[config.mk]
export PLATFORM = sky130hd
export DESIGN_NAME = instr_queue
export DESIGN_NICKNAME = d
export VERILOG_FILES = /design/src/rtl/instr_queue.sv
export SDC_FILE = /design/constraint.sdc
export NUM_CORES = 1
export LEC_CHECK = 0
export BUFFER_PORTS_ARGS = -buffer_cell sky130_fd_sc_hd__buf_4
export CORE_MARGIN = 2
export CORE_UTILIZATION = 54
export CTS_CLUSTER_DIAMETER = 30
export DETAILED_ROUTE_END_ITERATION = 8
export GPL_TIMING_DRIVEN = 1
export PLACE_DENSITY = 0.74
export SETUP_SLACK_MARGIN = 0.2
export SLEW_MARGIN = 15
export SYNTH_ARGS = -nofsm -noshare
export SYNTH_HDL_FRONTEND = slang
export SYNTH_SLANG_ARGS = --single-unit
[constraint.sdc]
create_clock -name clk -period 7.5 [get_ports clk]
set_input_delay 0.375 -clock clk [delete_from_list [all_inputs] [get_ports clk]]
set_output_delay 0.375 -clock clk [all_outputs]
set_load 0.05 [all_outputs]
[src/rtl/instr_queue.sv]
// instr_queue: in-order fetch queue. Holds the fetch PC, captures words from a
// combinational instruction memory into a circular FIFO and presents the oldest
// entry to decode through a valid/ready handshake. Redirect flushes and refetches.
module instr_queue #(
    parameter int          DEPTH    = 4,
    parameter logic [31:0] PC_RESET = 32'h0000_0000
) (
    input  logic                     clk,
    input  logic                     rst_n,
    output logic [31:0]              imem_addr,
    input  logic [31:0]              imem_rdata,
    output logic                     issue_valid,
    output logic [31:0]              issue_instr,
    output logic [31:0]              issue_pc,
    input  logic                     issue_ready,
    input  logic                     redirect,
    input  logic [31:0]              redirect_pc,
    output logic [$clog2(DEPTH):0]   count
);

    localparam int PW = $clog2(DEPTH);
    localparam logic [PW:0]   CNT_FULL = (PW+1)'(DEPTH);
    localparam logic [PW:0]   CNT_ONE  = (PW+1)'(1);
    localparam logic [PW-1:0] PTR_ONE  = PW'(1);

    logic [31:0]   pc;
    logic [PW-1:0] head;
    logic [PW-1:0] tail;
    logic [31:0]   instr_mem [DEPTH];
    logic [31:0]   epc_mem   [DEPTH];
    logic          enq;
    logic          deq;

    // Redirect masks both sides of the queue in its cycle; a full queue never
    // enqueues, even when a dequeue frees a slot on the same edge.
    assign issue_valid = (count != '0) && !redirect;
    assign deq         = issue_valid && issue_ready;
    assign enq         = (count != CNT_FULL) && !redirect;

    // Outputs come straight from storage, never from imem_rdata.
    assign imem_addr   = pc;
    assign issue_instr = instr_mem[head];
    assign issue_pc    = epc_mem[head];

    // Control state: fetch PC, pointers and occupancy, with redirect taking priority.
    always_ff @(posedge clk or negedge rst_n) begin
        if (!rst_n) begin
            pc    <= PC_RESET;
            head  <= '0;
            tail  <= '0;
            count <= '0;
        end else if (redirect) begin
            pc    <= {redirect_pc[31:2], 2'b00};
            head  <= '0;
            tail  <= '0;
            count <= '0;
        end else begin
            if (deq) head <= head + PTR_ONE;
            if (enq) begin
                tail <= tail + PTR_ONE;
                pc   <= pc + 32'd4;
            end
            case ({enq, deq})
                2'b10:   count <= count + CNT_ONE;
                2'b01:   count <= count - CNT_ONE;
                default: count <= count;
            endcase
        end
    end

    // Entry storage: contents are don't-care after reset/flush, so no reset here.
    always_ff @(posedge clk) begin
        if (enq) begin
            instr_mem[tail] <= imem_rdata;
            epc_mem[tail]   <= pc;
        end
    end

endmodule

==> results of run 1 <==
-- area by class of cell --
cell class / instances / area, um^2
multi-input cells: 254 / 2600
fillers: 1303 / 5940
well taps: 270 / 338
clock inverters: 36 / 412
repair buffers: 163 / 1230
flip-flops and latches: 285 / 8380
clock buffers: 55 / 1320
inverters: 4 / 15.0
-- worst max path at each step --
| stage | startpoint | to | slack, ps | cells after the start |
|---|---|---|---|---|
| after floorplan | count[0] | epc_mem[0][10] | 4330 | 4 |
| after global placement | head[0] | issue_pc[17] | 4700 | 3 |
| after detailed placement | head[0] | issue_instr[13] | 4680 | 3 |
| after CTS | head[0] | issue_instr[13] | 4140 | 3 |
| after global routing | head[0] | issue_instr[10] | 4010 | 3 |
| final | head[0] | issue_pc[17] | 4240 | 3 |
-- routing by layer --
layer  vias to the layer above  GRT usage (%)
li1                       2658              -
met1                      3127           28.9
met2                       216           35.7
met3                        46           4.38
met4                         0           6.78
met5                         -              0
-- per-stage QoR --
stage | setup WS (ps) | instance area (um^2) | instances
after floorplan | 4330 | 11100 | 573
after global placement | 4700 | 12600 | 975
after detailed placement | 4680 | 12600 | 975
after CTS | 4140 | 14300 | 1067
after global routing | 4010 | 14300 | 1067
final | 4240 | 14300 | 1067
-- cell usage in the layout (no fill, tap or decap), types with 3 or more instances in the layout --
| cell type | netlist | layout |
|---|---|---|
| a21oi_1 | 6 | 6 |
| and2_1 | 3 | 3 |
| and3_1 | 12 | 8 |
| and3_4 | 0 | 4 |
| and4_1 | 4 | 4 |
| buf_4 | 4 | 162 |
| bufinv_16 | 0 | 6 |
| clkbuf_16 | 0 | 52 |
| clkinv_2 | 0 | 6 |
| clkinv_4 | 0 | 5 |
| clkinvlp_4 | 0 | 7 |
| conb_1 | 1 | 4 |
| dfrtp_1 | 37 | 35 |
| edfxtp_1 | 248 | 248 |
| ha_1 | 5 | 5 |
| inv_1 | 4 | 4 |
| inv_6 | 0 | 8 |
| mux4_2 | 62 | 62 |
| nand2_1 | 39 | 39 |
| nand3_1 | 12 | 12 |
| nand4_1 | 11 | 11 |
| nor2_1 | 14 | 14 |
| nor3_1 | 3 | 3 |
| o21ai_0 | 31 | 31 |
| xnor2_1 | 7 | 7 |
| xor2_1 | 23 | 23 |
-- power by group through the flow --
stage | registers, mW | clock network, mW | logic [mW]
3_3_place_gp | 1.96 | 0 | 0.746
5_1_grt | 1.95 | 2.38 | 0.782
3_5_place_dp | 1.97 | 0 | 0.753
2_1_floorplan | 1.99 | 0 | 0.484
4_1_cts | 1.94 | 2.30 | 0.754
6_report | 1.94 | 2.27 | 0.745
-- flip-flops by register name, summed over array words and instances (netlist names) --
name / flops
count: 3
epc_mem: 120
head: 2
imem_addr: 30
instr_mem: 128
tail: 2
-- kinds of logic after synthesis --
family / after synthesis / synth area share (%)
DFF: 285 / 75.4
and+or+nand+nor: 111 / 5.47
muxes: 63 / 12.7
AOI/OAI and AO/OA: 40 / 1.87
buffers and inverters: 34 / 1.40
xor gates and xnor gates: 30 / 2.37
adders and majority gates: 6 / 0.744
other: 1 / 0.0338
-- what timing repair did --
| item | CTS | global route |
|---|---|---|
| endpoints found under the hold margin | 37 | 0 |
| setup buffers | 0 | 0 |
| hold buffers | 1 | 0 |
==> impl_metrics.py, run 1 <==
metrics = {
    "pwr": {
        "p_leak_nw": 5.15,
        "p_sw_mw": 1.35,
        "p_total_mw": 4.96,
        "pwr-share-seq_pct": 39.1,
        "ir_worst_vdd_uv": 203,
        "powerDensity_mw_per_mm2": 347,
        "internal_power_mw": 3.61,
        "power_frac_comb_pct": 15.0,
        "clockPowerShare_pct": 45.8,
        "swShare_pct": 27.2,
    },
    "final_layout": {
        "insertedDiodeCount": 0,
        "syn_to_final_growth_pct": 28.8,
        "fin_nets": 831,
        "drive_gt1_share_pct": 40.7,
        "utilization_pct": 70.6,
    },
    "yosys": {
        "ys_seq_area_share_pct": 75.4,
        "syn_inst": 570,
        "yosys_warnings": 0,
        "synthArstFlopShare_pct": 13.0,
        "synth.avg_cell_area_um2": 19.5,
        "synth_edf_count": 248,
        "synthDistinctLibCells": 38,
        "yosysTopAreaCellShare_pct": 67.1,
        "syn-cell-area_mm2": 0.0111,
        "synth_area_leaders": "edfxtp_1 (67%), mux4_2 (13%), dfrtp_1 (8.3%), xor2_1 (1.8%), o21ai_0 (1.4%)",
        "synth-seq-cells": 285,
        "ys_dominant_reg_cell": "edfxtp_1",
        "synth.most_common_cell": "edfxtp_1",
        "synth_top_cell_by_area": "edfxtp_1",
        "netlist_top_cells_count": "edfxtp_1 (248), mux4_2 (62), nand2_1 (39)",
    },
    "clock_tree": {
        "htreeDepth": 2,
        "cts_buffer_depth": 3,
        "clkLatencyLatePin_ps": 530,
        "clock_tree.root_cell": "clkbuf_16",
        "cts_buffers": 49,
        "path_clk_slew_ps": 50,
        "cts_resized": 0,
        "tritoncts": "done",
        "clkSinkCount": 285,
    },
    "route": {
        "vias": 6047,
        "wire_per_inst_um": 21.0,
        "wl_met2_um": 11300,
        "dr.max_layer_used": "met4",
        "wl_met1_um": 9280,
        "postRouteAntennaNets": 0,
        "drt_iter0_drc": 392,
        "drt_wl_total_um": 22400,
        "drc": 0,
        "firstDrtPassIters": 4,
        "drt-vias-per-instance": 5.67,
        "met3RoutedLength_um": 1320,
    },
    "sta": {
        "slew_headroom_pct": 32.5,
        "grt_setup_unrepaired": "false",
        "setup_viol": 0,
        "fin_setup_tns_ps": 0,
        "finalCritPeriodShare_pct": 43.4,
        "skew_ps": 17.7,
        "slew_viol_final": 0,
        "layout_min_cycle_time_ps": 3260,
        "worst_pin_slew_ps": 1010,
        "fmax_ghz": 0.307,
        "hold_viol_final": 0,
        "fin_hold_ws_ps": 38.5,
    },
    "die": {
        "fp.dieArea_mm2": 0.0217,
        "rows": 52,
        "die_h_um": 147,
        "start_util_pct": 54.8,
        "die_w_um": 147,
        "design.core.area_mm2": 0.0202,
        "ios": 168,
    },
    "grt": {
        "grt_usage_pct": 21.4,
        "grt_pass1_vias": 6601,
        "grt_max_degree": 69,
        "grt_pass1_wl_um": 35400,
        "gr-total-overflow": 0,
        "antenna_found_initial": 0,
    },
    "worst_setup_path": {
        "crit_buf_inv": 2,
        "cp_common_cell": "buf_4",
        "crit_arrival_ps": 2880,
        "path_cells": "buf_4, mux4_2, buf_4",
        "crit_slowest_cell": "buf_4",
        "start_kind": "register",
        "endpoint_kind": "output port",
        "worstReg2RegStart": "count[0]",
        "r2r_cells": 2,
        "reg2reg_to": "epc_mem[1][22]",
        "max_stage_delay_ps": 840,
        "crit_type": "register to output port",
        "cp.required_ps": 7120,
        "r2r_slack_ps": 5260,
        "worstPathMaxFanout": 49,
        "path_delay_family": "buffers and inverters",
    },
    "min_path": {
        "hold_path_class": "input port to register",
        "holdPathStages": 1,
        "worstHoldStart": "imem_rdata[16]",
        "holdPathEnd": "instr_mem[0][16]",
    },
    "placement": {
        "port_buffers": 161,
        "dp_hpwl_um": 12700,
        "gp_congestion": 0.792,
    },
    "run_status": {
        "outcome": "complete, no violations",
    },
    "flow_run": {
        "maxCapViolations": 0,
    },
}
No activity file was read; power rests on OpenSTA's default activity.
==> run 2, diff against run 1 <==
clock period = 3.4 ns   (was 7.5 ns; I/O delays follow)
==> run 2 against run 1 <==
Effect of this change: sequential share of layout area fell by 2.1 points; routed wire length rose by 1.8%; first-iteration DRC count fell by 7.9%; non-clock buffer count rose by 69; sequential power rose by 120%; clock skew fell by 7.8 ps; critical path depth did not move.
==> impl_metrics.py, run 2 (synthesis gave the netlist of run 1 again) <==
metrics = {
    "sta": {
        "layout_min_cycle_time_ps": 2670,
        "setup_viol": 0,
        "hold_viol_final": 0,
        "fin_setup_tns_ps": 0,
        "worst_pin_slew_ps": 985,
        "fin_hold_ws_ps": 167,
        "finalCritPeriodShare_pct": 78.6,
        "setup_ws_ps": 729,
        "skew_ps": 9.92,
        "slew_viol_final": 0,
        "grt_setup_unrepaired": "false",
        "slew_headroom_pct": 34.4,
        "fmax_ghz": 0.374,
    },
    "worst_setup_path": {
        "worstReg2RegStart": "count[0]",
        "worstPathMaxFanout": 29,
        "r2r_cells": 3,
        "start_kind": "register",
        "path_cells": "buf_4, mux4_2, buf_4",
        "cp_common_cell": "buf_4",
        "endpoint_kind": "output port",
        "reg2reg_to": "epc_mem[1][13]",
        "crit_arrival_ps": 2500,
        "r2r_slack_ps": 1200,
        "cp.required_ps": 3230,
        "crit_type": "register to output port",
        "crit_slowest_cell": "dfrtp_4",
        "max_stage_delay_ps": 820,
    },
    "clock_tree": {
        "clkSinkCount": 285,
        "cts_buffers": 44,
        "tritoncts": "done",
        "cts_buffer_depth": 3,
        "clock_tree.root_cell": "clkbuf_16",
        "cts_setup_buffers": 0,
        "path_clk_slew_ps": 50,
        "clkLatencyLatePin_ps": 520,
        "htreeDepth": 2,
    },
    "route": {
        "drt_wl_total_um": 22800,
        "wire_per_inst_um": 20.3,
        "drc": 0,
        "drt_iter0_drc": 361,
        "firstDrtPassIters": 4,
        "postRouteAntennaNets": 0,
        "drt-vias-per-instance": 5.47,
        "vias": 6168,
    },
    "die": {
        "ios": 168,
        "die_w_um": 147,
        "fp.dieArea_mm2": 0.0217,
        "design.core.area_mm2": 0.0202,
        "start_util_pct": 54.8,
        "die_h_um": 147,
        "rows": 52,
    },
    "final_layout": {
        "utilization_pct": 73.3,
        "insertedDiodeCount": 0,
        "fin_area_mm2": 0.0148,
        "fin_nets": 895,
        "num-fill-cells": 1200,
        "syn_to_final_growth_pct": 33.6,
        "largest_register_ffs": 128,
        "regMostFlops": "instr_mem",
        "final_common_cell": "edfxtp_1",
        "drive_gt1_share_pct": 37.0,
        "layout.cells.most_common_list": "edfxtp_1 (248), buf_4 (163), dlygate4sd3_1 (64), mux4_2 (62), clkbuf_16 (46)",
        "fin_cells": 1127,
    },
    "grt": {
        "grt_usage_pct": 21.7,
        "grt_pass1_vias": 6680,
        "gr-total-overflow": 0,
        "grt_pass1_wl_um": 35900,
        "antenna_found_initial": 0,
        "grt_max_degree": 69,
    },
    "placement": {
        "dpl_cell_area_mm2": 0.0127,
        "dp_hpwl_um": 13100,
        "post-place-ws_ps": 1190,
        "gp_congestion": 0.799,
        "dpl.cell_count": 981,
        "port_buffers": 161,
    },
    "flow_run": {
        "maxCapViolations": 0,
    },
    "run_status": {
        "outcome": "complete, no violations",
    },
    "pwr": {
        "ir_worst_vdd_uv": 374,
        "powerDensity_mw_per_mm2": 708,
        "p_total_mw": 10.5,
        "p_leak_nw": 5.35,
    },
    "min_path": {
        "hold_path_class": "input port to async pin",
    },
}
-- run 2: final cells by class --
| type | instances | area [um^2] | share of cell area [%] |
|---|---|---|---|
| Sequential cell | 285 | 8380 | 56.5 |
| Multi-Input combinational cell | 254 | 2600 | 17.5 |
| Timing Repair Buffer | 232 | 1960 | 13.2 |
| Clock buffer | 51 | 1180 | 7.96 |
| Clock inverter | 31 | 353 | 2.38 |
| Tap cell | 270 | 338 | 2.28 |
| Inverter | 4 | 15.0 | 0.101 |
-- run 2: power by group --
part / internal, mW / total (mW) / switching, mW
registers: 4.09 / 4.29 / 0.198
clock network: 2.96 / 4.49 / 1.54
logic: 0.636 / 1.72 / 1.09
-- run 2: how the worst max path moves through the flow --
| stage | start | end | slack [ps] | cells after the start |
|---|---|---|---|---|
| finish | head[0] | issue_instr[24] | 730 | 3 |
| global route | head[0] | issue_instr[24] | 560 | 3 |
| CTS | head[0] | issue_instr[16] | 640 | 3 |
| detailed placement | count[0] | epc_mem[0][6] | 1190 | 3 |
| global placement | head[0] | issue_instr[24] | 1210 | 3 |
| floorplan | count[0] | epc_mem[0][10] | 230 | 4 |
-- run 2: per-layer routing --
| layer | global-route usage (%) | wire length [um] | up-vias |
|---|---|---|---|
| met5 | 0 | 0 | - |
| met3 | 3.42 | 1160 | 47 |
| met4 | 7.40 | 514 | 0 |
| li1 | - | - | 2785 |
| met2 | 36.9 | 11700 | 220 |
| met1 | 29.1 | 9500 | 3116 |
-- run 2: repair_timing --
action	4_1_cts	5_1_grt
endpoints found under the hold margin	196	0
hold buffers	64	0
resized for setup	0	0
-- run 2: worst max-delay path, delay by kind of cell (launching register included) --
family | cells | cell delay (ps)
buffers and inverters | 2 | 590
DFF | 1 | 820
muxes | 1 | 550
==> run 3, diff against run 2 <==
CORE_UTILIZATION = 51   (was 54)
clock period = 2.25 ns   (was 3.4 ns; I/O delays follow)
==> run 3 against run 2 <==
Effect of this change: count of clock-buffer cells in the layout increased by 5; global-route usage increased by 0.84 points; non-clock buffer count is 19 higher; first-iteration DRC count grew 20%; sequential share of layout area fell by 3.1 points; critical path type unchanged; largest cell class unchanged.
==> impl_metrics.py, run 3 (synthesis gave the netlist of run 1 again) <==
metrics = {
    "placement": {
        "dp_hpwl_um": 13400,
        "gp_congestion": 0.835,
        "port_buffers": 161,
    },
    "pwr": {
        "ir_worst_vdd_uv": 622,
        "p_total_mw": 16.7,
        "p_leak_nw": 5.68,
        "powerDensity_mw_per_mm2": 1060,
    },
    "clock_tree": {
        "clock_tree.root_cell": "clkbuf_16",
        "clkSinkCount": 285,
        "path_clk_slew_ps": 50,
        "clkLatencyLatePin_ps": 530,
        "tritoncts": "done",
        "htreeDepth": 2,
        "cts_buffers": 48,
        "cts_buffer_depth": 3,
    },
    "final_layout": {
        "final_common_cell": "edfxtp_1",
        "syn_to_final_growth_pct": 41.5,
        "largest_register_ffs": 128,
        "insertedDiodeCount": 0,
        "layout.cells.most_common_list": "edfxtp_1 (248), buf_4 (109), dlygate4sd3_1 (64), mux4_2 (62), buf_8 (62)",
        "fin_nets": 919,
        "drive_gt1_share_pct": 39.0,
        "regMostFlops": "instr_mem",
    },
    "sta": {
        "skew_ps": 14.8,
        "fin_hold_ws_ps": 67.9,
        "finalCritPeriodShare_pct": 98.1,
        "slew_headroom_pct": 33.9,
        "grt_setup_unrepaired": "true",
        "slew_viol_final": 0,
        "setup_viol": 0,
        "worst_pin_slew_ps": 991,
        "layout_min_cycle_time_ps": 2210,
        "fmax_ghz": 0.453,
        "hold_viol_final": 0,
    },
    "grt": {
        "grt_pass1_wl_um": 37900,
        "grt_usage_pct": 22.5,
        "grt_pass1_vias": 6809,
        "antenna_found_initial": 0,
        "grt_max_degree": 68,
        "gr-total-overflow": 0,
    },
    "route": {
        "vias": 6495,
        "drt_wl_total_um": 26100,
        "firstDrtPassIters": 5,
        "wire_per_inst_um": 22.5,
        "drt_iter0_drc": 434,
        "drc": 0,
        "postRouteAntennaNets": 0,
        "drt-vias-per-instance": 5.61,
    },
    "worst_setup_path": {
        "path_cells": "buf_6, buf_12, buf_16, mux4_2, buf_8",
        "crit_slowest_cell": "dfrtp_4",
        "crit_arrival_ps": 2090,
        "crit_buf_inv": 4,
        "endpoint_kind": "output port",
        "start_kind": "register",
        "max_stage_delay_ps": 520,
        "cp.required_ps": 2140,
        "crit_type": "register to output port",
        "path_delay_family": "buffers and inverters",
        "worstPathMaxFanout": 7,
    },
    "die": {
        "ios": 168,
        "start_util_pct": 52.3,
        "fp.dieArea_mm2": 0.0230,
        "die_w_um": 152,
        "design.core.area_mm2": 0.0212,
        "die_h_um": 152,
        "rows": 53,
    },
    "run_status": {
        "outcome": "complete, no violations",
    },
    "flow_run": {
        "maxCapViolations": 0,
    },
    "min_path": {
        "hold_path_class": "input port to register",
    },
}
[run 3: changes by cell type in the layout (fill, tap and decap cells not counted), moves of 2 or more]
cell | previous run | this run
clkinvlp_4 | 9 | 11
dfrtp_1 | 35 | 31
clkbuf_1 | 4 | 7
bufinv_16 | 6 | 4
clkbuf_16 | 46 | 55
inv_6 | 1 | 5
buf_12 | 5 | 3
buf_16 | 0 | 6
clkinv_2 | 6 | 4
buf_8 | 0 | 62
buf_4 | 163 | 109
dfrtp_2 | 0 | 4
[run 3: final cells by class]
cell class                      instances  area, um^2
Clock buffer                           56        1250
Clock inverter                         32         312
Fill cell                            1243        5520
Inverter                                4        15.0
Multi-Input combinational cell        255        2620
Sequential cell                       285        8390
Tap cell                              275         344
Timing Repair Buffer                  251        2780
[run 3: final timing paths]
check                         start               to  slack [ps]  cells past startpoint
min                        redirect    imem_addr[28]          70                      3
min reg2reg                 tail[1]          tail[1]         590                      2
max                         head[0]   issue_instr[9]          40                      5
max reg2reg                count[2]  instr_mem[2][1]         130                      2
min in group asynchronous     rst_n          head[0]         120                      2
max in group asynchronous     rst_n          head[1]        1750                      2
[run 3: tightest hold or removal path, cell delays in order]
cell and delay (ps):
buf_4 90, inv_1 160, a31oi_1 180
[run 3: report_power, final]
part / internal, mW / switching, mW
clock: 4.46 / 2.47
sequential: 6.19 / 0.231
combinational: 1.44 / 1.92
[run 3: repair_timing]
item / CTS / global route
buffers inserted: 6 / 3
cloned: 5 / 6
gates resized for setup: 38 / 97
pin swaps: 1 / 2
hold buffers: 64 / 0
setup endpoints to repair: 310 / 283
hold endpoints to repair: 199 / 0
[run 3: per-layer routing]
metal  routed length (um)  global-route usage [%]
met1                10400                    30.1
met2                12900                    36.8
met3                 2230                    5.69
met4                  610                    7.50
met5                    0                       0
[run 3: stage by stage]
| step | setup TNS (ps) | setup WS, ps | area [um^2] | util, % | std cells |
|---|---|---|---|---|---|
| floorplan | 0 | 209 | 11100 | - | 573 |
| global placement | 0 | 165 | 12600 | 59.6 | 986 |
| detailed placement | 0 | 115 | 12600 | 59.6 | 986 |
| CTS | 0 | 37.9 | 15200 | 71.5 | 1149 |
| global route | -1.17 | -1.17 | 15700 | 74.0 | 1158 |
| finish | 0 | 43.4 | 15700 | 74.0 | 1158 |
